$ cat config.mk
export PLATFORM = sky130hd
export DESIGN_NAME = uart_frame_loader
export DESIGN_NICKNAME = d
export VERILOG_FILES = /design/src/rtl/uart_frame_loader.sv
export SDC_FILE = /design/constraint.sdc
export NUM_CORES = 1
export LEC_CHECK = 0
export CAP_MARGIN = 40
export CORE_MARGIN = 2
export CORE_UTILIZATION = 40
export DETAILED_ROUTE_END_ITERATION = 12
export PLACE_DENSITY = 0.6
export SETUP_SLACK_MARGIN = 0.4
export SLEW_MARGIN = 15
export SYNTH_ARGS = -nofsm -noshare
export SYNTH_HDL_FRONTEND = slang
export SYNTH_SLANG_ARGS = --single-unit
$ cat constraint.sdc
create_clock -name clk -period 8.2 [get_ports clk]
set_input_delay 1.64 -clock clk [delete_from_list [all_inputs] [get_ports clk]]
set_output_delay 1.64 -clock clk [all_outputs]
set_load 0.03 [all_outputs]
$ cat src/rtl/uart_frame_loader.sv
// Framed UART byte-stream loader: decodes WRITE/RUN/HALT frames, writes assembled
// words into one of NUM_TARGETS memories, drives the core run line and answers ACK/NAK.
module uart_frame_loader #(
  parameter int DATA_W      = 32,
  parameter int ADDR_W      = 32,
  parameter int NUM_TARGETS = 2,
  parameter int ADDR_MODE   = 0,
  parameter int RUN_DELAY   = 100,
  parameter int TIMEOUT     = 1000000
) (
  input  logic                   clk,
  input  logic                   reset,
  input  logic                   rx_valid,
  input  logic [7:0]             rx_data,
  input  logic                   tx_ready,
  output logic                   tx_wr,
  output logic [7:0]             tx_din,
  output logic [NUM_TARGETS-1:0] wr_en,
  output logic [ADDR_W-1:0]      wr_addr,
  output logic [DATA_W-1:0]      wr_data,
  output logic                   run,
  output logic                   busy
);
  localparam int          BYTES    = DATA_W / 8;
  localparam int          BC_W     = (BYTES > 1) ? $clog2(BYTES) : 1;
  localparam int          STEP     = (ADDR_MODE == 0) ? BYTES : 1;
  localparam logic [7:0]  ACK      = 8'h06;
  localparam logic [7:0]  NAK      = 8'h15;
  localparam logic [4:0]  NT       = 5'(NUM_TARGETS);
  localparam logic [31:0] TMO_LAST = 32'(TIMEOUT) - 32'd1;
  localparam logic [31:0] DLY      = 32'(RUN_DELAY);

  typedef enum logic [2:0] {S_IDLE, S_ADDR, S_LEN, S_DATA, S_CSUM, S_RESP} state_t;

  state_t                   state_q, state_d;
  logic [1:0]               cnt_q, cnt_d;
  logic [31:0]              addr_raw_q, addr_raw_d;
  logic [15:0]              len_q, len_d;
  logic [15:0]              wcnt_q, wcnt_d;
  logic [DATA_W-1:0]        word_q, word_d;
  logic [BC_W-1:0]          bcnt_q, bcnt_d;
  logic [ADDR_W-1:0]        cur_addr_q, cur_addr_d;
  logic [2:0]               tgt_q, tgt_d;
  logic                     is_run_q, is_run_d, is_halt_q, is_halt_d;
  logic [7:0]               sum_q, sum_d;
  logic [31:0]              tmo_q, tmo_d;
  logic [31:0]              dly_q, dly_d;
  logic                     go_q, go_d;
  logic                     run_q, run_d;
  logic                     tx_wr_q, tx_wr_d;
  logic [7:0]               tx_din_q, tx_din_d;
  logic [NUM_TARGETS-1:0]   wr_en_q, wr_en_d;
  logic [ADDR_W-1:0]        wr_addr_q, wr_addr_d;
  logic [DATA_W-1:0]        wr_data_q, wr_data_d;

  logic [7:0]               sum_n;
  logic [31:0]              addr_n;
  logic [15:0]              len_n;
  logic [DATA_W-1:0]        word_n;

  always_comb begin
    state_d    = state_q;
    cnt_d      = cnt_q;
    addr_raw_d = addr_raw_q;
    len_d      = len_q;
    wcnt_d     = wcnt_q;
    word_d     = word_q;
    bcnt_d     = bcnt_q;
    cur_addr_d = cur_addr_q;
    tgt_d      = tgt_q;
    is_run_d   = is_run_q;
    is_halt_d  = is_halt_q;
    sum_d      = sum_q;
    tmo_d      = tmo_q;
    dly_d      = dly_q;
    go_d       = go_q;
    run_d      = run_q;
    tx_wr_d    = 1'b0;
    tx_din_d   = tx_din_q;
    wr_en_d    = '0;
    wr_addr_d  = wr_addr_q;
    wr_data_d  = wr_data_q;
    sum_n      = sum_q + rx_data;
    addr_n     = {rx_data, addr_raw_q[31:8]};
    len_n      = {rx_data, len_q[15:8]};
    word_n     = (word_q >> 8) | (DATA_W'(rx_data) << (DATA_W - 8));

    if (dly_q != 32'd0) begin
      dly_d = dly_q - 32'd1;
      if (dly_q == 32'd1) run_d = 1'b1;
    end

    // Inter-byte watchdog: any partially assembled word is simply abandoned.
    if (state_q inside {S_ADDR, S_LEN, S_DATA, S_CSUM}) begin
      if (rx_valid) begin
        tmo_d = 32'd0;
      end else if (TIMEOUT != 0) begin
        if (tmo_q == TMO_LAST) begin
          state_d  = S_RESP;
          tx_din_d = NAK;
          tmo_d    = 32'd0;
        end else begin
          tmo_d = tmo_q + 32'd1;
        end
      end
    end

    case (state_q)
      S_IDLE: if (rx_valid) begin
        sum_d     = rx_data;
        cnt_d     = 2'd0;
        bcnt_d    = '0;
        wcnt_d    = 16'd0;
        tmo_d     = 32'd0;
        go_d      = 1'b0;
        is_run_d  = 1'b0;
        is_halt_d = 1'b0;
        if (rx_data[7:4] == 4'h1 && {1'b0, rx_data[3:0]} < NT) begin
          tgt_d   = rx_data[2:0];
          state_d = S_ADDR;
          run_d   = 1'b0;
          dly_d   = 32'd0;
        end else if (rx_data == 8'h20) begin
          is_run_d = 1'b1;
          state_d  = S_CSUM;
        end else if (rx_data == 8'h21) begin
          is_halt_d = 1'b1;
          state_d   = S_CSUM;
        end else begin
          tx_din_d = NAK;
          state_d  = S_RESP;
        end
      end
      S_ADDR: if (rx_valid) begin
        sum_d      = sum_n;
        addr_raw_d = addr_n;
        cnt_d      = cnt_q + 2'd1;
        if (cnt_q == 2'd3) begin
          cnt_d      = 2'd0;
          cur_addr_d = ADDR_W'(addr_n);
          state_d    = S_LEN;
        end
      end
      S_LEN: if (rx_valid) begin
        sum_d = sum_n;
        len_d = len_n;
        cnt_d = cnt_q + 2'd1;
        if (cnt_q == 2'd1) state_d = (len_n == 16'd0) ? S_CSUM : S_DATA;
      end
      S_DATA: if (rx_valid) begin
        sum_d  = sum_n;
        word_d = word_n;
        bcnt_d = bcnt_q + 1'b1;
        if (bcnt_q == BC_W'(BYTES - 1)) begin
          bcnt_d     = '0;
          wr_en_d    = NUM_TARGETS'(1) << tgt_q;
          wr_data_d  = word_n;
          wr_addr_d  = cur_addr_q;
          cur_addr_d = cur_addr_q + ADDR_W'(STEP);
          wcnt_d     = wcnt_q + 16'd1;
          if (wcnt_q + 16'd1 == len_q) state_d = S_CSUM;
        end
      end
      S_CSUM: if (rx_valid) begin
        state_d = S_RESP;
        if (sum_n == 8'h00) begin
          tx_din_d = ACK;
          go_d     = is_run_q;
          if (is_halt_q) begin
            run_d = 1'b0;
            dly_d = 32'd0;
          end
        end else begin
          tx_din_d = NAK;
        end
      end
      S_RESP: if (tx_ready) begin
        tx_wr_d = 1'b1;
        state_d = S_IDLE;
        // A RUN ack (re)starts the delay, anchored to the tx_wr cycle.
        if (go_q) begin
          go_d = 1'b0;
          if (RUN_DELAY == 0) run_d = 1'b1;
          else                dly_d = DLY;
        end
      end
      default: state_d = S_IDLE;
    endcase
  end

  always_ff @(posedge clk) begin
    if (reset) begin
      state_q    <= S_IDLE;
      cnt_q      <= 2'd0;
      addr_raw_q <= 32'd0;
      len_q      <= 16'd0;
      wcnt_q     <= 16'd0;
      word_q     <= '0;
      bcnt_q     <= '0;
      cur_addr_q <= '0;
      tgt_q      <= 3'd0;
      is_run_q   <= 1'b0;
      is_halt_q  <= 1'b0;
      sum_q      <= 8'd0;
      tmo_q      <= 32'd0;
      dly_q      <= 32'd0;
      go_q       <= 1'b0;
      run_q      <= 1'b0;
      tx_wr_q    <= 1'b0;
      tx_din_q   <= 8'd0;
      wr_en_q    <= '0;
      wr_addr_q  <= '0;
      wr_data_q  <= '0;
    end else begin
      state_q    <= state_d;
      cnt_q      <= cnt_d;
      addr_raw_q <= addr_raw_d;
      len_q      <= len_d;
      wcnt_q     <= wcnt_d;
      word_q     <= word_d;
      bcnt_q     <= bcnt_d;
      cur_addr_q <= cur_addr_d;
      tgt_q      <= tgt_d;
      is_run_q   <= is_run_d;
      is_halt_q  <= is_halt_d;
      sum_q      <= sum_d;
      tmo_q      <= tmo_d;
      dly_q      <= dly_d;
      go_q       <= go_d;
      run_q      <= run_d;
      tx_wr_q    <= tx_wr_d;
      tx_din_q   <= tx_din_d;
      wr_en_q    <= wr_en_d;
      wr_addr_q  <= wr_addr_d;
      wr_data_q  <= wr_data_d;
    end
  end

  assign tx_wr   = tx_wr_q;
  assign tx_din  = tx_din_q;
  assign wr_en   = wr_en_q;
  assign wr_addr = wr_addr_q;
  assign wr_data = wr_data_q;
  assign run     = run_q;
  assign busy    = (state_q != S_IDLE);
endmodule

Yosys cells after proc, flatten, opt, wreduce, memory -nomap -nowiden --
Cells that the tools add are included.
Word-level totals: logic and storage cells 167, output and inout bits 77, flip-flop bits (word level) 289
Operators by class: equal/unequal tests 24, shift-type cells 1, reduce and logical (&&, ||, !) cells 27, $add $sub $neg 7, magnitude comparators 1, bitwise logic cells 5, muxes and demuxes 81
Operator list (number):
- 32-bit 2-to-1 mux | 17
- 32-bit one-hot mux with 3 select lines | 1
- 8-bit 2-to-1 mux | 10
- 32-bit one-hot mux with 2 select lines | 1
- 16-bit 2-to-1 mux | 3
- 3-bit 2-to-1 mux | 15
- 32-bit by 1-bit adder with 32-bit output (second input constant) | 1
- 32-bit by 3-bit adder with 32-bit output (second input constant) | 1
- 32-bit by 1-bit equality test with 1-bit output (second input constant) | 1
- 32-bit by 20-bit equality test with 1-bit output (second input constant) | 1
- 24-bit by 32-bit OR with 32-bit output | 1
- 16-bit one-hot mux with 2 select lines | 1
- 8-bit one-hot mux with 2 select lines | 2
- 32-bit nonzero test | 1
- 32-bit by 1-bit subtractor with 32-bit output (second input constant) | 1
- 1-bit 2-to-1 mux | 19
- 3-bit one-hot mux with 6 select lines | 1
- 16-bit by 1-bit adder with 16-bit output (second input constant) | 1
- 16-bit equality test | 1
- 8-bit by 6-bit equality test with 1-bit output (second input constant) | 2
- 16-bit logical NOT | 1
- 2-bit 2-to-1 mux | 6
- 2-bit != test (second input constant) | 6
- 3-bit AND reduction | 4
- 29 further kinds | 48

Longest topological paths before layout --
Gate-level depths: netlist (run 1).
depth in word-level cells 9, depth in mapped cells 11, mapped depth without buffers 9

Worst setup path before layout (run 1) --
Ideal clock, no wire load.
path kind input to register, from in rx_data[0], to reg dly_q[22], path slack 3975 ps, data required time 8083 ps, library setup time 117 ps, arrival 4108 ps, cell stages on the path 11, cell sequence ha_1 fa_1 a211oi_1 nor2_1 xor2_1 a2111oi_0 nand4_1 nand3_1 buf_2 buf_2 nor2_1
Between the ends: cells in the longest elaborated chain, start to end 5
Ends and longest elaborated chain:
- start, declared | RTL line 14 | input logic [7:0] rx_data,
- 8-bit adder / 4-bit by 2-bit < comparator with 1-bit output (equally long branches) | RTL line 83, 118
- 8-bit logical NOT / 1-bit logical AND (equally long branches) | RTL line 166, 118
- 32-bit 2-to-1 mux (on tied branches) | RTL line 166, 118
- 32-bit 2-to-1 mux (on tied branches) | RTL line 164, 109
- 32-bit one-hot mux with 3 select lines (*) | RTL line 108 | case (state_q)
- end signal, assigned | RTL line 228 | dly_q <= dly_d;
- end, declared | RTL line 47 | logic [31:0] dly_q, dly_d;
Every way passes the cells marked *; elsewhere a longest branch is shown, timed or not. A chain may end at the register's enable or synchronous reset.

Worst setup path in the final report (run 1) --
from in rx_data[0], to reg dly_q[7]
The elaborated chain is that of the path after synthesis.

==> results of run 1 <==
[area by class of cell]
class | instances | area, µm²
clock buffers | 41 | 893.4
inverters | 16 | 60.06
multi-input cells | 1222 | 6556
well taps | 396 | 495.5
repair buffers | 109 | 1115
fillers | 3049 | 15870
flip-flops and latches | 273 | 5465
clock inverters | 16 | 219.0
[critical path, cell delays in order]
cell and delay, ns:
clkdlybuf4s50_1 0.69, ha_1 0.38, fa_1 0.41, a211oi_1 0.39, nor2_1 0.11, xor2_1 0.17, a2111oi_0 0.71, nand4_1 0.22
nand3_1 0.63, buf_6 0.24, a21oi_1 0.05
[power by group through the flow]
stage          clock [mW]  combinational, mW  sequential (mW)
2_1_floorplan           0              0.555             1.48
3_3_place_gp            0              0.655             1.49
3_5_place_dp            0              0.672             1.50
4_1_cts              1.51              0.674             1.47
5_1_grt              1.57              0.759             1.48
6_report             1.48              0.670             1.47
[synth_stat cells, types with 5 or more instances]
cell and instances:
or3_1 9, buf_1 5, a211oi_1 26, a31oi_1 15, and4_1 7, a311oi_1 25, nor2_1 147, o31ai_1 11
ha_1 15, inv_1 16, a21o_1 7, o21ai_0 55, nand4_1 21, xnor2_1 37, xor2_1 13, a22oi_1 14
a21oi_1 209, nand3_1 44, nand2_1 356, o211a_1 8, nor3_1 51, nand2b_1 8, nor2b_1 6, and2_1 11
nor4_1 21, dfxtp_1 273, or4_1 11, clkbuf_1 103, o22ai_1 8, or2_2 6, and3_1 23
[metrics by stage]
step / worst slack (ns) / power [mW] / area, µm² / utilization [%] / hold slack, ns
6_report: 2.994 / 3.622 / 14800 / 48.27 / 0.4437
5_1_grt: 2.551 / 3.808 / 14800 / 48.27 / 0.4655
4_1_cts: 2.960 / 3.658 / 14800 / 48.27 / 0.4455
3_5_place_dp: 2.413 / 2.168 / 13690 / 44.64 / 0.4363
3_3_place_gp: 2.345 / 2.149 / 13560 / 44.20 / 0.4353
2_1_floorplan: 3.975 / 2.037 / 12490 / - / 0.4123
[cell families after synthesis]
logic type / count (synthesis) / synth area share (%)
simple gates: 746 / 27.09
compound gates: 406 / 19.71
flops: 273 / 43.75
buf+inv: 128 / 3.937
xor+xnor: 50 / 3.506
fa+ha+maj: 16 / 1.663
mux: 4 / 0.3406
[per-layer routing]
| layer | GRT usage [%] | up-vias |
|---|---|---|
| met4 | 5.968 | 0 |
| li1 | - | 5765 |
| met3 | 3.084 | 57 |
| met5 | 0 | - |
| met1 | 27.98 | 5339 |
| met2 | 31.35 | 263 |
[layout by cell type (no fill, tap or decap), drive strengths merged, types with 9 or more instances in the layout]
cell type and instances:
a211oi 26, a21oi 210, a22oi 14, a311oi 25
a31oi 15, and2 14, and3 23, buf 22
clkbuf 41, clkdlybuf4s50 87, dfxtp 273, ha 15
inv 17, nand2 356, nand3 44, nand4 21
nor2 147, nor3 52, nor4 22, o21ai 56
o31ai 11, or3 9, or4 14, xnor2 37
xor2 13
[flip-flops by register name, summed over array words and instances, names as in the netlist, 16 cells and up]
register,cells
dly_q,32
wr_addr,32
cur_addr_q,32
addr_raw_q,24
tmo_q,32
len_q,16
wr_data,32
word_q,24
wcnt_q,16
[path summary, 6_finish.rpt]
check | from | endpoint | slack, ns
max | rx_data[0] | dly_q[7]$_SDFF_PP0_ | 2.99
min | tx_din[2]$_SDFF_PP0_ | tx_din[2]$_SDFF_PP0_ | 0.44
max reg2reg | sum_q[0]$_SDFFE_PP0P_ | dly_q[7]$_SDFF_PP0_ | 4.60
min reg2reg | tx_din[2]$_SDFF_PP0_ | tx_din[2]$_SDFF_PP0_ | 0.44
==> results.ini, run 1 <==
[cts]
cts_sinks=273
clockBufferDepth=3
clock-root-buffer=clkbuf_16
ctsResizeCount=0
hold_buffers=0
cts_setup_buffers=0
clkLatencyLatePin_ns=0.57
tritoncts.num_buffers=31
cts_tree=built
htreeDepth=1
clk_pin_slew_ns=0.06

[worst_hold_path]
whs_path_depth=2
hold_path_class=reg2reg

[place]
dp_hpwl_um=21580
port_buffers=88
globalplace.congestion=0.8667
dp_cells=2016

[worst_setup_path]
startpoint_type=input port
end_kind=flop
cp_max_fo=19
path_class=in2reg
rr_worst_depth=10
cp.arrival_ns=5.66
required_ns=8.65

[floorplanning]
io_pins=89
die_h_um=180.7
initial_core_util_pct=40.73
die_area_um2=32660
rows=64
die_w_um=180.7
core_um2=30670

[finish]
diodes=0
area_growth_pct=18.52
nets=1681
final_cells=2073
drive_above_1_share_pct=5.963

[logic_synthesis]
netlist_area_um2=12490
synthTopCellsByArea=dfxtp_1 (44%), nand2_1 (11%), a21oi_1 (8.4%)
synth_cell_types=63
synth_seq_cells=273
synth-async-reset-ratio_pct=0
synth_cells=1623
synth_top_area_share_pct=43.75
synth_top_area_cell=dfxtp_1
synth_warnings=0
avgSynthCellArea_um2=7.696
syn_nets=1651
synth_edf_count=0
synth_flop_cell=dfxtp_1
seq_area_frac_synth_pct=43.75

[sta]
setup_viol=0
period_minus_slack_ns=5.206
rsz0062_at_grt=false
drv_slew=0
period_share_pct=63.49
finClkSkew_ns=0.02308
setup_tns_ns=0
max_freq_mhz=192.1
worst_pin_slew_ns=0.8881
maxSlewHeadroom_pct=39.26
hold_viol=0

[grt]
grt_pass1_wl_um=54990
grt_max_degree=107
grt_pass1_vias=10746
grt-ovfl-total=0
track_usage_pct=19.87
antenna_found_initial=0

[detailed_routing]
wl_per_cell_um=16.07
via_count=11424
drc=0
viasPerCell=5.511
drtAntennaViolNets=0
drt_iter0_drc=976
totalWireLength_um=33310
drtPass1Iterations=5
wl_met1_um=16090
routed.top_layer=met4
wl_met2_um=14730
wl_met3_um=1706

[power]
power.internal_mw=2.595
netSwitchingPower_mw=1.026
ir_drop_mv=0.1521
clockPowerShare_pct=40.9
sw_frac_of_total_pct=28.34
cellPowerDensity_nw_per_um2=244.6
p_comb_share_pct=18.5
leakage_nw=4.991
seq_power_share_pct=40.6

[outcome]
status=finished, final reports clean

[flow_run]
max_cap_viol_count=0

Note: power is estimated with default switching activity, not from simulation.
==> run 2: changes to the inputs <==
--- a/config.mk
+++ b/config.mk
@@ -9,7 +9,7 @@
 export CORE_MARGIN = 2
 export CORE_UTILIZATION = 40
 export DETAILED_ROUTE_END_ITERATION = 12
-export PLACE_DENSITY = 0.6
+export PLACE_DENSITY = 0.62
 export SETUP_SLACK_MARGIN = 0.4
 export SLEW_MARGIN = 15
 export SYNTH_ARGS = -nofsm -noshare
==> constraint.sdc (replaced) <==
create_clock -name clk -period 4.3 [get_ports clk]
set_input_delay 0.86 -clock clk [delete_from_list [all_inputs] [get_ports clk]]
set_output_delay 0.86 -clock clk [all_outputs]
set_load 0.03 [all_outputs]
==> run 2 against run 1 <==
  * Combinational power rose by 94%
  * Die area is the same
  * Count of clock-buffer cells in the layout grew 1
  * Power rose by 88%
  * Clock skew is 0.0087 ns lower
  * Final cell count rose by 0.48%
  * Core utilization did not move
  * Critical path depth is 1 higher
  * First-iteration DRC count decreased by 15%
  * Via count up 0.38%
  * Routed wire length shrank 1.3%
  * Largest cell class unchanged
==> results.ini, run 2 (synthesized netlist as in run 1, its figures left out) <==
[worst_setup_path]
crit_chain=clkdlybuf4s50_1, ha_1, fa_1, a211oi_1, nor2_1, xor2_1, a2111oi_0, buf_4, nand4_1, nand3_1, buf_4, nor2_1
r2r_slack_ns=1.17
path_buf_inv=3
cp_max_fo=29
max_stage_delay_ns=0.44
startpoint_type=input port
crit_path_start=rx_data[0]
end_kind=flop
cp_top_family=buffers and inverters
required_ns=4.73
path_class=in2reg
r2r_start=wcnt_q[0]$_SDFFE_PP0P_
reg2reg_to=state_q[1]$_SDFF_PP0_
cp.arrival_ns=3.81
rr_worst_depth=8
critPathSlowestCell=clkdlybuf4s50_1

[sta]
maxSlewHeadroom_pct=45.70
setup_viol=0
rsz0062_at_grt=false
period_share_pct=78.54
max_freq_mhz=296.1
drv_slew=0
hold_viol=0
period_minus_slack_ns=3.377
worst_pin_slew_ns=0.8125
setup_tns_ns=0
finClkSkew_ns=0.01443

[finish]
final_common_cell=nand2_1
final_cell_mix=nand2_1 (356), dfxtp_1 (273), a21oi_1 (209)
nets=1691
final_core_util_pct=48.27
drive_above_1_share_pct=6.520
finish.instance_area_um2=14800
diodes=0
final_cells=2083
area_growth_pct=18.52

[floorplanning]
die_w_um=180.7
rows=64
io_pins=89
die_h_um=180.7
initial_core_util_pct=40.73
die_area_um2=32660
core_um2=30670

[detailed_routing]
via_count=11467
drt_iter0_drc=832
wl_per_cell_um=15.79
drtPass1Iterations=8
drc=0
viasPerCell=5.505
totalWireLength_um=32890
drtAntennaViolNets=0

[power]
clockPowerShare_pct=39.9
ir_drop_mv=0.3071
leakage_nw=5.014
p_comb_share_pct=19.1
sw_frac_of_total_pct=28.60
cellPowerDensity_nw_per_um2=460.9
power.internal_mw=4.872
netSwitchingPower_mw=1.952
seq_power_share_pct=41.0
p_total_mw=6.824

[cts]
tritoncts.num_buffers=30
clock-root-buffer=clkbuf_16
clk_pin_slew_ns=0.06
cts_tree=built
clockBufferDepth=3
clkLatencyLatePin_ns=0.56
ctsResizeCount=0
cts_sinks=273
cts_setup_buffers=0
hold_buffers=0
htreeDepth=1

[worst_hold_path]
whs_endpoint=tx_din[2]$_SDFF_PP0_
whs_path_depth=2
hold_path_class=reg2reg
hold_start=tx_din[2]$_SDFF_PP0_

[grt]
grt_pass1_vias=10609
track_usage_pct=19.45
antenna_found_initial=1
grt_pass1_wl_um=54400
grt_max_degree=81
grt-ovfl-total=0

[outcome]
status=finished, final reports clean

[place]
place_area_um2=13730
globalplace.congestion=0.8939
port_buffers=88
dp_cells=2027
dp_hpwl_um=21650

[flow_run]
max_cap_viol_count=0

-- run 2: final cells by class --
class,count,area (µm²)
clock inverter,14,183.9
clock buffer,42,885.9
inverter,16,60.06
timing repair buffer,120,1155
fill,3027,15870
sequential,273,5465
tap,396,495.5
multi-input combinational,1222,6559
-- run 2: worst max path at each step --
stage / depth (start not counted) / slack (ns) / endpoint
floorplan: 11 / 0.85 / dly_q[22]$_SDFF_PP0_
global placement: 12 / 0.39 / dly_q[4]$_SDFF_PP0_
detailed placement: 12 / 0.38 / dly_q[10]$_SDFF_PP0_
CTS: 12 / 0.95 / dly_q[10]$_SDFF_PP0_
global route: 11 / 0.60 / dly_q[10]$_SDFF_PP0_
finish: 12 / 0.92 / dly_q[28]$_SDFF_PP0_
-- run 2: power by group through the flow --
| stage | sequential [mW] | combinational, mW | clock [mW] |
|---|---|---|---|
| CTS | 2.80 | 1.31 | 2.78 |
| floorplan | 2.83 | 1.06 | 0 |
| global placement | 2.85 | 1.26 | 0 |
| finish | 2.80 | 1.30 | 2.72 |
| detailed placement | 2.85 | 1.30 | 0 |
| global route | 2.81 | 1.45 | 2.89 |
-- run 2: per-layer routing --
| metal | wire length, µm | GRT usage [%] | vias to the layer above |
|---|---|---|---|
| li1 | - | - | 5783 |
| met1 | 15930 | 27.27 | 5415 |
| met2 | 15040 | 31.79 | 237 |
| met3 | 1540 | 2.963 | 30 |
| met4 | 364 | 3.871 | 2 |
| met5 | 11 | 0 | - |
-- run 2: worst min-delay path, stage by stage (launching register included) --
cell	delay, ns
dfxtp_1	0.30
inv_1	0.04
a21oi_1	0.05
-- run 2: through the flow --
step	hold slack, ns	setup slack, ns
after global routing	0.4635	0.5987
final	0.4433	0.9229
after CTS	0.4456	0.9506
after detailed placement	0.4409	0.3808
after global placement	0.4374	0.3896
after floorplan	0.4123	0.8547
